File: src/rtl/truth_table_sweeper_if.sv
// rtl/truth_table_sweeper_if.sv - control, status and probe bundle for the truth-table sweeper
interface truth_table_sweeper_if;
  logic       start;
  logic       abort;
  logic [7:0] expected;
  logic       dut_out;
  logic [2:0] dut_in;
  logic       busy;
  logic       done;
  logic       pass;
  logic [7:0] captured;
  logic [7:0] mismatch;

  modport master (
    output start, abort, expected, dut_out,
    input  dut_in, busy, done, pass, captured, mismatch
  );

  modport slave (
    input  start, abort, expected, dut_out,
    output dut_in, busy, done, pass, captured, mismatch
  );
endinterface

File: src/rtl/truth_table_sweeper.sv
// rtl/truth_table_sweeper.sv - steps a 3-input function through all 8 rows and compares the
// measured truth table against a latched expected table
module truth_table_sweeper #(
  parameter int SETTLE = 4
) (
  input logic                  clk,
  input logic                  rst,
  truth_table_sweeper_if.slave bus
);

  typedef enum logic [1:0] {S_IDLE, S_SETTLE, S_REPORT} state_t;

  localparam logic [7:0] LAST_CNT = 8'(SETTLE - 1);

  state_t     r_state, w_state_nxt;
  logic [7:0] r_cnt, w_cnt;
  logic [2:0] r_row, w_row;
  logic [7:0] r_exp, w_exp;
  logic [2:0] r_dut_in, w_dut_in;
  logic       r_busy, w_busy;
  logic       r_done, w_done;
  logic       r_pass, w_pass;
  logic [7:0] r_captured, w_captured;
  logic [7:0] r_mismatch, w_mismatch;
  logic       w_accept;
  logic       w_sample;

  // abort has priority over both a new start and a pending row sample
  assign w_accept = (r_state == S_IDLE) && bus.start && !bus.abort;
  assign w_sample = (r_state == S_SETTLE) && !bus.abort && (r_cnt == LAST_CNT);

  always_ff @(posedge clk or posedge rst) begin
    if (rst) begin
      r_state    <= S_IDLE;
      r_cnt      <= '0;
      r_row      <= '0;
      r_exp      <= '0;
      r_dut_in   <= '0;
      r_busy     <= 1'b0;
      r_done     <= 1'b0;
      r_pass     <= 1'b0;
      r_captured <= '0;
      r_mismatch <= '0;
    end else begin
      r_state    <= w_state_nxt;
      r_cnt      <= w_cnt;
      r_row      <= w_row;
      r_exp      <= w_exp;
      r_dut_in   <= w_dut_in;
      r_busy     <= w_busy;
      r_done     <= w_done;
      r_pass     <= w_pass;
      r_captured <= w_captured;
      r_mismatch <= w_mismatch;
    end
  end

  always_comb begin
    w_state_nxt = r_state;
    case (r_state)
      S_IDLE:   if (w_accept) w_state_nxt = S_SETTLE;
      S_SETTLE: begin
        if (bus.abort)                          w_state_nxt = S_IDLE;
        else if (w_sample && (r_row == 3'd7))   w_state_nxt = S_REPORT;
      end
      S_REPORT: w_state_nxt = S_IDLE;
      default:  w_state_nxt = S_IDLE;
    endcase
  end

  // next values of every registered output, so each output changes together with the state
  always_comb begin
    w_cnt      = r_cnt;
    w_row      = r_row;
    w_exp      = r_exp;
    w_dut_in   = r_dut_in;
    w_busy     = r_busy;
    w_done     = 1'b0;
    w_pass     = r_pass;
    w_captured = r_captured;
    w_mismatch = r_mismatch;
    case (r_state)
      S_IDLE: begin
        w_busy   = 1'b0;
        w_dut_in = '0;
        if (w_accept) begin
          w_exp      = bus.expected;
          w_captured = '0;
          w_pass     = 1'b0;
          w_mismatch = '0;
          w_row      = '0;
          w_cnt      = '0;
          w_busy     = 1'b1;
        end
      end
      S_SETTLE: begin
        if (bus.abort) begin
          w_busy     = 1'b0;
          w_dut_in   = '0;
          w_pass     = 1'b0;
          w_mismatch = '0;
          w_cnt      = '0;
        end else if (w_sample) begin
          w_captured[r_row] = bus.dut_out;
          w_cnt             = '0;
          if (r_row != 3'd7) begin
            w_row    = r_row + 3'd1;
            w_dut_in = r_row + 3'd1;
          end else begin
            w_done     = 1'b1;
            w_pass     = (w_captured == r_exp);
            w_mismatch = w_captured ^ r_exp;
          end
        end else begin
          w_cnt = r_cnt + 8'd1;
        end
      end
      S_REPORT: begin
        w_busy   = 1'b0;
        w_dut_in = '0;
      end
      default: begin
        w_busy   = 1'b0;
        w_dut_in = '0;
      end
    endcase
  end

  assign bus.dut_in   = r_dut_in;
  assign bus.busy     = r_busy;
  assign bus.done     = r_done;
  assign bus.pass     = r_pass;
  assign bus.captured = r_captured;
  assign bus.mismatch = r_mismatch;

endmodule

File: src/flat_wrapper.sv
// flat-port wrapper written by rule: the top's interface ports become plain ports
module truth_table_sweeper_flat 
#(
  parameter int SETTLE = 4
)
  (clk, rst, bus_start, bus_abort, bus_expected, bus_dut_out, bus_dut_in, bus_busy, bus_done, bus_pass, bus_captured, bus_mismatch);
  truth_table_sweeper_if bus_i ();
  input logic clk;
  input logic rst;
  input wire logic [$bits(bus_i.start)-1:0] bus_start;
  input wire logic [$bits(bus_i.abort)-1:0] bus_abort;
  input wire logic [$bits(bus_i.expected)-1:0] bus_expected;
  input wire logic [$bits(bus_i.dut_out)-1:0] bus_dut_out;
  output wire logic [$bits(bus_i.dut_in)-1:0] bus_dut_in;
  output wire logic [$bits(bus_i.busy)-1:0] bus_busy;
  output wire logic [$bits(bus_i.done)-1:0] bus_done;
  output wire logic [$bits(bus_i.pass)-1:0] bus_pass;
  output wire logic [$bits(bus_i.captured)-1:0] bus_captured;
  output wire logic [$bits(bus_i.mismatch)-1:0] bus_mismatch;
  assign bus_i.start = bus_start;
  assign bus_i.abort = bus_abort;
  assign bus_i.expected = bus_expected;
  assign bus_i.dut_out = bus_dut_out;
  assign bus_dut_in = bus_i.dut_in;
  assign bus_busy = bus_i.busy;
  assign bus_done = bus_i.done;
  assign bus_pass = bus_i.pass;
  assign bus_captured = bus_i.captured;
  assign bus_mismatch = bus_i.mismatch;
  truth_table_sweeper #(.SETTLE(SETTLE)) u_core (.clk(clk), .rst(rst), .bus(bus_i));
endmodule
File: config.mk
export PLATFORM = sky130hd
export DESIGN_NAME = truth_table_sweeper_flat
export DESIGN_NICKNAME = d
export VERILOG_FILES = /design/src/rtl/truth_table_sweeper_if.sv /design/src/rtl/truth_table_sweeper.sv /design/src/flat_wrapper.sv
export SDC_FILE = /design/constraint.sdc
export NUM_CORES = 1
export LEC_CHECK = 0
export BUFFER_PORTS_ARGS = -buffer_cell sky130_fd_sc_hd__buf_2
export CAP_MARGIN = 20
export CORE_MARGIN = 2
export CORE_UTILIZATION = 60
export DETAILED_ROUTE_END_ITERATION = 16
export PLACE_DENSITY = 0.9
export SLEW_MARGIN = 0
export SYNTH_ARGS = -nofsm -noshare
export SYNTH_HDL_FRONTEND = slang
export SYNTH_SLANG_ARGS = --single-unit
File: constraint.sdc
create_clock -name clk -period 4.4 [get_ports clk]
set_input_delay 0.88 -clock clk [delete_from_list [all_inputs] [get_ports clk]]
set_output_delay 0.88 -clock clk [all_outputs]
set_load 0.03 [all_outputs]
==> impl_metrics.csv, run 1 <==
group,metric,value,unit
clock_network,clk_pin_slew_worst_paths,0.13,ns
power_and_ir_drop,switching_share,26.2,%
floorplan,num_io_pins,35,
power_and_ir_drop,vdd_drop_max,0.000273,V
sta,fmax,418,MHz
routing,wire_per_inst,16.5,µm
power_and_ir_drop,switching_power,0.000213,W
place,port_buffers,34,
yosys,syn-num-nets,204,
place,gp_congestion,0.815,
power_and_ir_drop,p_comb_share,13.4,%
global_routing,grt_pass1_vias,1608,
routing,viasPerCell,6.01,
global_routing,antenna_found_initial,0,
worst_setup_path,path_class,"flip-flop to flip-flop",
power_and_ir_drop,pwr-share-clk,32.8,%
worst_setup_path,worstPathArrival,2.67,ns
routing,drt_iter0_drc,76,
clock_network,ctsHoldBuffers,0,
clock_network,cts-root-buf,"clkbuf_4",
sta,finClkSkew,0.00707,ns
yosys,synth_cells,188,
place,dp_hpwl,3180,µm
finish,finish.utilization,71.2,%
global_routing,grt_pass1_wl,7800,µm
floorplan,die_w,63.3,µm
power_and_ir_drop,p_leak,1.25,nW
finish,finalNetCount,240,
power_and_ir_drop,p_int,0.000600,W
min_path,hold_class,"flip-flop to flip-flop",
sta,tns,0,ns
floorplan,num_rows,21,
clock_network,ctsResizeCount,0,
floorplan,start_util,62.6,%
sta,slew_headroom,56.0,%
sta,worstMarginPinSlew,0.658,ns
finish,drive_gt1_share,29.3,%
worst_setup_path,cp-end-kind,"flip-flop",
sta,rsz0062_at_grt,"false",
global_routing,grtUsageMet3,3.93,%
clock_network,clk_latency,0.37,ns
sta,min_period_over_period,54.4,%
yosys,yosysUniqueCellTypes,44,
outcome,outcome,"complete, no violations",
sta,fin_crit,2.39,ns
power_and_ir_drop,power_density,339,mW/mm²
floorplan,die_y,63.3,µm
global_routing,track_usage,25.4,%
global_routing,grt_use_met1,35.1,%
floorplan,dieArea,0.00400,mm²
routing,first_pass_iters,4,
yosys,seq_area_frac_synth,51.1,%
yosys,synth_warnings,0,
yosys,synth_area,0.00211,mm²
sta,finalMaxSlewViolations,0,
yosys,async_flop_share,100,%
clock_network,cts.sinks,43,
global_routing,use_met2,41.0,%
worst_setup_path,startpoint_type,"flip-flop",
routing,drc,0,
routing,drt-total-wl,4470,µm
clock_network,post_cts_buffers,0,
finish,synthToLayoutAreaGrowth,13.7,%
floorplan,core,0.00336,mm²
clock_network,cts_made_buffers,5,
routing,detail-route-antenna-nets,0,
global_routing,top_usage_layer,"met2",
worst_setup_path,worst-path-max-fanout,12,
global_routing,grt_overflow,0,
yosys,syn_avg_cell_area,11.2,µm²
job,drv_cap,0,
yosys,synth_seq_cells,43,
sta,setup_viol,0,
clock_network,cts_buffer_depth,2,
clock_network,htreeDepth,2,
finish,num_antenna_cells,0,
sta,hold_violations,0,
routing,vias,1628,
yosys,synth_ff_type,"dfrtp_1",
power_and_ir_drop,pwr-share-seq,53.8,%
worst_setup_path,critPathRequiredTime,4.68,ns
yosys,synth-edff-count,0,
clock_network,cts_tree,"built",
global_routing,grt_max_degree,44,
==> registers in the layout, indices dropped and copies added, names as in the netlist <==
register	cells
u_core.bus.captured	8
u_core.bus.mismatch	8
u_core.r_cnt	8
u_core.r_exp	8
u_core.bus.dut_in	3
u_core.r_row	3
u_core.r_state	2
u_core.bus.busy	1
u_core.bus.done	1
u_core.bus.pass	1
==> cell families (layout without fill, tap and decap cells) <==
family | Yosys count | in the layout | share of synthesized area, %
buffers and inverters | 16 | 53 | 3.50
xor gates and xnor gates | 8 | 8 | 3.33
and+or+nand+nor | 48 | 48 | 14.5
adders and majority gates | 3 | 3 | 1.78
muxes | 17 | 17 | 8.61
AOI/OAI and AO/OA | 53 | 53 | 17.2
DFF | 43 | 43 | 51.1
==> power groups by stage <==
stage               sequential (W)  clock, W  combinational [W]
floorplan                 0.000443         0          0.0000800
global placement          0.000443         0           0.000104
detailed placement        0.000444         0           0.000108
CTS                       0.000436  0.000267           0.000109
global route              0.000440  0.000282           0.000122
finish                    0.000437  0.000267           0.000109
==> final cells by class <==
class,count,area [µm²]
inverter,9,33.8
clock buffer,6,51.3
tap,46,57.6
clock inverter,2,35.0
multi-input combinational,129,957
sequential,43,1080
timing repair buffer,36,185
fill,262,967
==> final timing paths <==
path | start | to | slack (ns) | cells past startpoint
max in group asynchronous | rst | u_core.r_cnt[3] | 3.43 | 3
hold reg to reg | u_core.bus.busy | u_core.bus.busy | 0.49 | 1
min in group asynchronous | rst | u_core.r_exp[6] | 0.61 | 3
setup / recovery | u_core.r_row[2] | u_core.bus.pass | 2.01 | 5
hold / removal | u_core.bus.busy | u_core.bus.busy | 0.49 | 1
setup reg to reg | u_core.r_row[2] | u_core.bus.pass | 2.01 | 5
==> critical path, stage by stage (launching register included) <==
cell and delay (ns):
dfrtp_1 0.65, nor3b_1 0.45, mux2i_1 0.30, xnor2_1 0.11
or4_1 0.57, o41ai_2 0.23
==> metrics by stage <==
step / instance area (µm²) / hold slack [ns] / std cells / total power [W] / setup WS (ns)
floorplan: 2110 / 0.453 / 188 / 0.000523 / 2.19
global placement: 2310 / 0.480 / 263 / 0.000547 / 1.89
detailed placement: 2310 / 0.465 / 263 / 0.000553 / 1.84
CTS: 2400 / 0.494 / 271 / 0.000812 / 2.02
global route: 2400 / 0.526 / 271 / 0.000844 / 1.90
finish: 2400 / 0.493 / 271 / 0.000813 / 2.01
==> placed cells by master (no fill, tap or decap), types with 2 or more instances in the layout <==
cell and count:
dfrtp_1 43, buf_2 34, o21ai_0 18, a22o_1 12, nor2_1 9, mux2_2 9, inv_1 8, mux2i_1 8
xnor2_1 8, nand2_1 7, nand3_1 5, a21oi_1 5, clkbuf_4 5, nor3b_1 4, o22ai_1 4, nand4_1 3
a31oi_1 3, nor3_1 3, ha_1 3, nand2b_1 2, and3_2 2, a21o_1 2, a22o_2 2, o41ai_1 2
nand3b_4 2, buf_4 2
==> synthesized netlist by cell type (2+ instances only) <==
cell	count	share of area [%]
o21ai_0	18	4.3
clkbuf_1	2	0.36
xnor2_1	8	3.3
nor3b_1	4	1.4
a22o_2	2	0.95
o41ai_1	2	0.83
a22o_1	12	5.0
mux2_2	9	4.8
ha_1	3	1.8
nand3_1	5	1.2
nand3b_4	2	1.9
o22ai_1	4	1.2
a21o_1	2	0.71
a21oi_1	5	1.2
mux2i_1	8	3.8
nor2_1	9	1.6
nor3_1	3	0.71
a31oi_1	3	0.89
nand4_1	3	0.89
and3_2	2	0.71
inv_1	8	1.4
nand2b_1	2	0.59
buf_2	3	0.71
dfrtp_1	43	51
nand2_1	7	1.2
==> metal layers <==
layer	share of wire, %	vias to the layer above
li1	-	763
met1	43	800
met2	50	55
met3	5.0	10
met4	1.8	0
met5	0	-
(Power assumes the default switching activity.)
==> inputs of run 2 (changes only) <==
Settings changed: ABC_AREA set to 1, CORE_UTILIZATION 60 to 56, PLACE_DENSITY 0.9 to 0.85.
Clock period 4.4 ns to 2.4 ns, I/O delays scaled along.
==> run 2 against run 1 <==
First-iteration DRC count is 75% higher. Register-to-register slack lost 1.4 ns. Worst hold slack got worse by 0.18 ns. Count of clock-buffer cells in the layout unchanged. Clock power grew 100%. Largest cell class unchanged. Largest power group is now combinational logic.
==> impl_metrics.csv, run 2 <==
group,metric,value,unit
outcome,outcome,"complete, no violations",
floorplan,core,0.00397,mm²
yosys,synth.most_common_cell,"nand2_1",
yosys,synth_ff_type,"dfrtp_1",
worst_setup_path,path_class,"flip-flop to flip-flop",
worst_setup_path,max_stage_delay,0.56,ns
sta,hold_violations,0,
worst_setup_path,path_delay_family,"simple AND/OR/NAND/NOR gates",
finish,final_common_cell,"nand2_1",
sta,finalMaxSlewViolations,0,
worst_setup_path,startpoint_type,"flip-flop",
clock_network,post_cts_buffers,0,
floorplan,num_io_pins,35,
yosys,yosysUniqueCellTypes,30,
finish,finalNetCount,337,
sta,fin_crit,1.81,ns
routing,drt_iter0_drc,133,
clock_network,ctsResizeCount,0,
routing,drc,0,
worst_setup_path,cp-end-kind,"flip-flop",
sta,rsz0062_at_grt,"false",
yosys,post-synth-top-area-cell,"dfrtp_1",
global_routing,grt_pass1_wl,7940,µm
routing,vias,2021,
clock_network,ctsHoldBuffers,0,
yosys,seq_area_frac_synth,46.9,%
worst_setup_path,cp_cell_sequence,"ha_1 > ha_1 > nand2_1 > nor2_1 > nand3_2 > nor2_1 > nand3_1 > nand2_1",
power_and_ir_drop,vdd_drop_max,0.000533,V
routing,viasPerCell,5.45,
power_and_ir_drop,power_density,1080,mW/mm²
yosys,yosys-top-cells-count,"nand2_1 (79), dfrtp_1 (43), inv_1 (35)",
worst_setup_path,critPathSlowestCell,"dfrtp_1",
sta,slew_headroom,64.1,%
yosys,synth_area,0.00229,mm²
yosys,synth_warnings,0,
floorplan,num_rows,23,
floorplan,start_util,57.8,%
min_path,hold_class,"input pin to async pin",
clock_network,cts_tree,"built",
sta,setup_slack,0.594,ns
floorplan,die_w,68.0,µm
yosys,yosys-top-cells-area,"dfrtp_1 (47%), nand2_1 (13%), o21ai_0 (6.8%)",
finish,num_antenna_cells,0,
clock_network,htreeDepth,2,
sta,worstMarginPinSlew,0.539,ns
floorplan,die_y,68.0,µm
yosys,syn-num-nets,302,
yosys,synth_cells,286,
floorplan,dieArea,0.00462,mm²
clock_network,cts.sinks,43,
yosys,async_flop_share,100,%
clock_network,clk_pin_slew_worst_paths,0.08,ns
yosys,synth_seq_cells,43,
worst_setup_path,path_buf_inv,0,
global_routing,grt_overflow,0,
routing,detail-route-antenna-nets,0,
worst_setup_path,worstPathArrival,2.05,ns
global_routing,track_usage,23.4,%
yosys,synth_top_area_share,46.9,%
routing,first_pass_iters,5,
yosys,synth-edff-count,0,
place,gp_congestion,0.839,
place,place_ws,0.682,ns
place,port_buffers,34,
place,dp_hpwl,3450,µm
routing,wire_per_inst,13.0,µm
global_routing,grt_pass1_vias,1868,
worst_setup_path,worst-path-max-fanout,12,
sta,fmax,554,MHz
sta,tns,0,ns
job,drv_cap,0,
yosys,syn_avg_cell_area,8.02,µm²
global_routing,grt_max_degree,44,
clock_network,cts_buffer_depth,2,
finish,synthToLayoutAreaGrowth,13.0,%
finish,layout_common_cells,"nand2_1 (79), dfrtp_1 (43), inv_1 (35), buf_2 (34), o21ai_0 (31)",
routing,drt-total-wl,4830,µm
clock_network,clk_latency,0.30,ns
finish,drive_gt1_share,17.8,%
power_and_ir_drop,p_leak,1.34,nW
sta,finClkSkew,0.00653,ns
clock_network,cts-root-buf,"clkbuf_8",
sta,min_period_over_period,75.2,%
sta,setup_viol,0,
clock_network,cts_made_buffers,5,
worst_setup_path,critPathRequiredTime,2.64,ns
global_routing,antenna_found_initial,0,
## run 2: final timing paths
| kind | slack [ns] | cells past startpoint | endpoint | start |
|---|---|---|---|---|
| worst max-delay path | 0.59 | 8 | u_core.bus.pass | u_core.r_row[1] |
| worst min-delay path | 0.31 | 3 | u_core.bus.mismatch[1] | rst |
| max in group asynchronous | 1.72 | 3 | u_core.bus.busy | rst |
| worst min register to register | 0.48 | 2 | u_core.bus.mismatch[0] | u_core.bus.mismatch[0] |
| worst max register to register | 0.59 | 8 | u_core.bus.pass | u_core.r_row[1] |
| min in group clk | 0.36 | 3 | u_core.r_exp[2] | bus_expected[2] |
## run 2: power by group
| part | leakage (nW) | internal [W] | total, W | switching (W) |
|---|---|---|---|---|
| registers | 0.577 | 0.000906 | 0.00109 | 0.000185 |
| logic | 0.717 | 0.000352 | 0.00117 | 0.000813 |
| clock network | 0.0513 | 0.000305 | 0.000544 | 0.000239 |
| total | 1.34 | 0.00156 | 0.00280 | 0.00124 |
## run 2: final cells by class
class | instances | area [µm²]
clock buffers | 6 | 72.6
repair buffers | 35 | 178
flip-flops and latches | 43 | 1080
clock inverters | 1 | 30.0
inverters | 38 | 143
well taps | 50 | 62.6
fillers | 340 | 1380
multi-input cells | 198 | 1030
## run 2: stage by stage
step	cell area [µm²]	std cells	total power [W]	hold WS, ns	utilization [%]
final	2590	371	0.00280	0.311	65.2
after global routing	2590	371	0.00302	0.360	65.2
after CTS	2590	371	0.00280	0.328	65.2
after detailed placement	2490	364	0.00226	0.463	62.7
after global placement	2490	364	0.00221	0.458	62.7
after floorplan	2290	286	0.00199	0.462	-
## run 2: cells by family (layout without fill, tap and decap cells)
family          Yosys count  in the layout  synth area share, %
simple gates            156            156                 34.2
fa+ha+maj                 3              3                 1.64
flops                    43             43                 46.9
buf+inv                  45             80                 8.18
compound gates           38             38                 8.73
xor+xnor                  1              1                0.382
## run 2: layer usage
layer  wire length [µm]  vias up  GRT usage [%]
li1                   -     1014              -
met5                  0        -              0
met2               2250       60           36.8
met3                358        8           6.91
met1               2150      939           30.1
met4                 73        0           9.75
## run 2: worst reg2reg max path, cell delays in order, from the launching register on
cell,delay (ns)
dfrtp_1,0.56
ha_1,0.22
ha_1,0.21
nand2_1,0.08
nor2_1,0.23
nand3_2,0.18
nor2_1,0.13
nand3_1,0.08
nand2_1,0.06
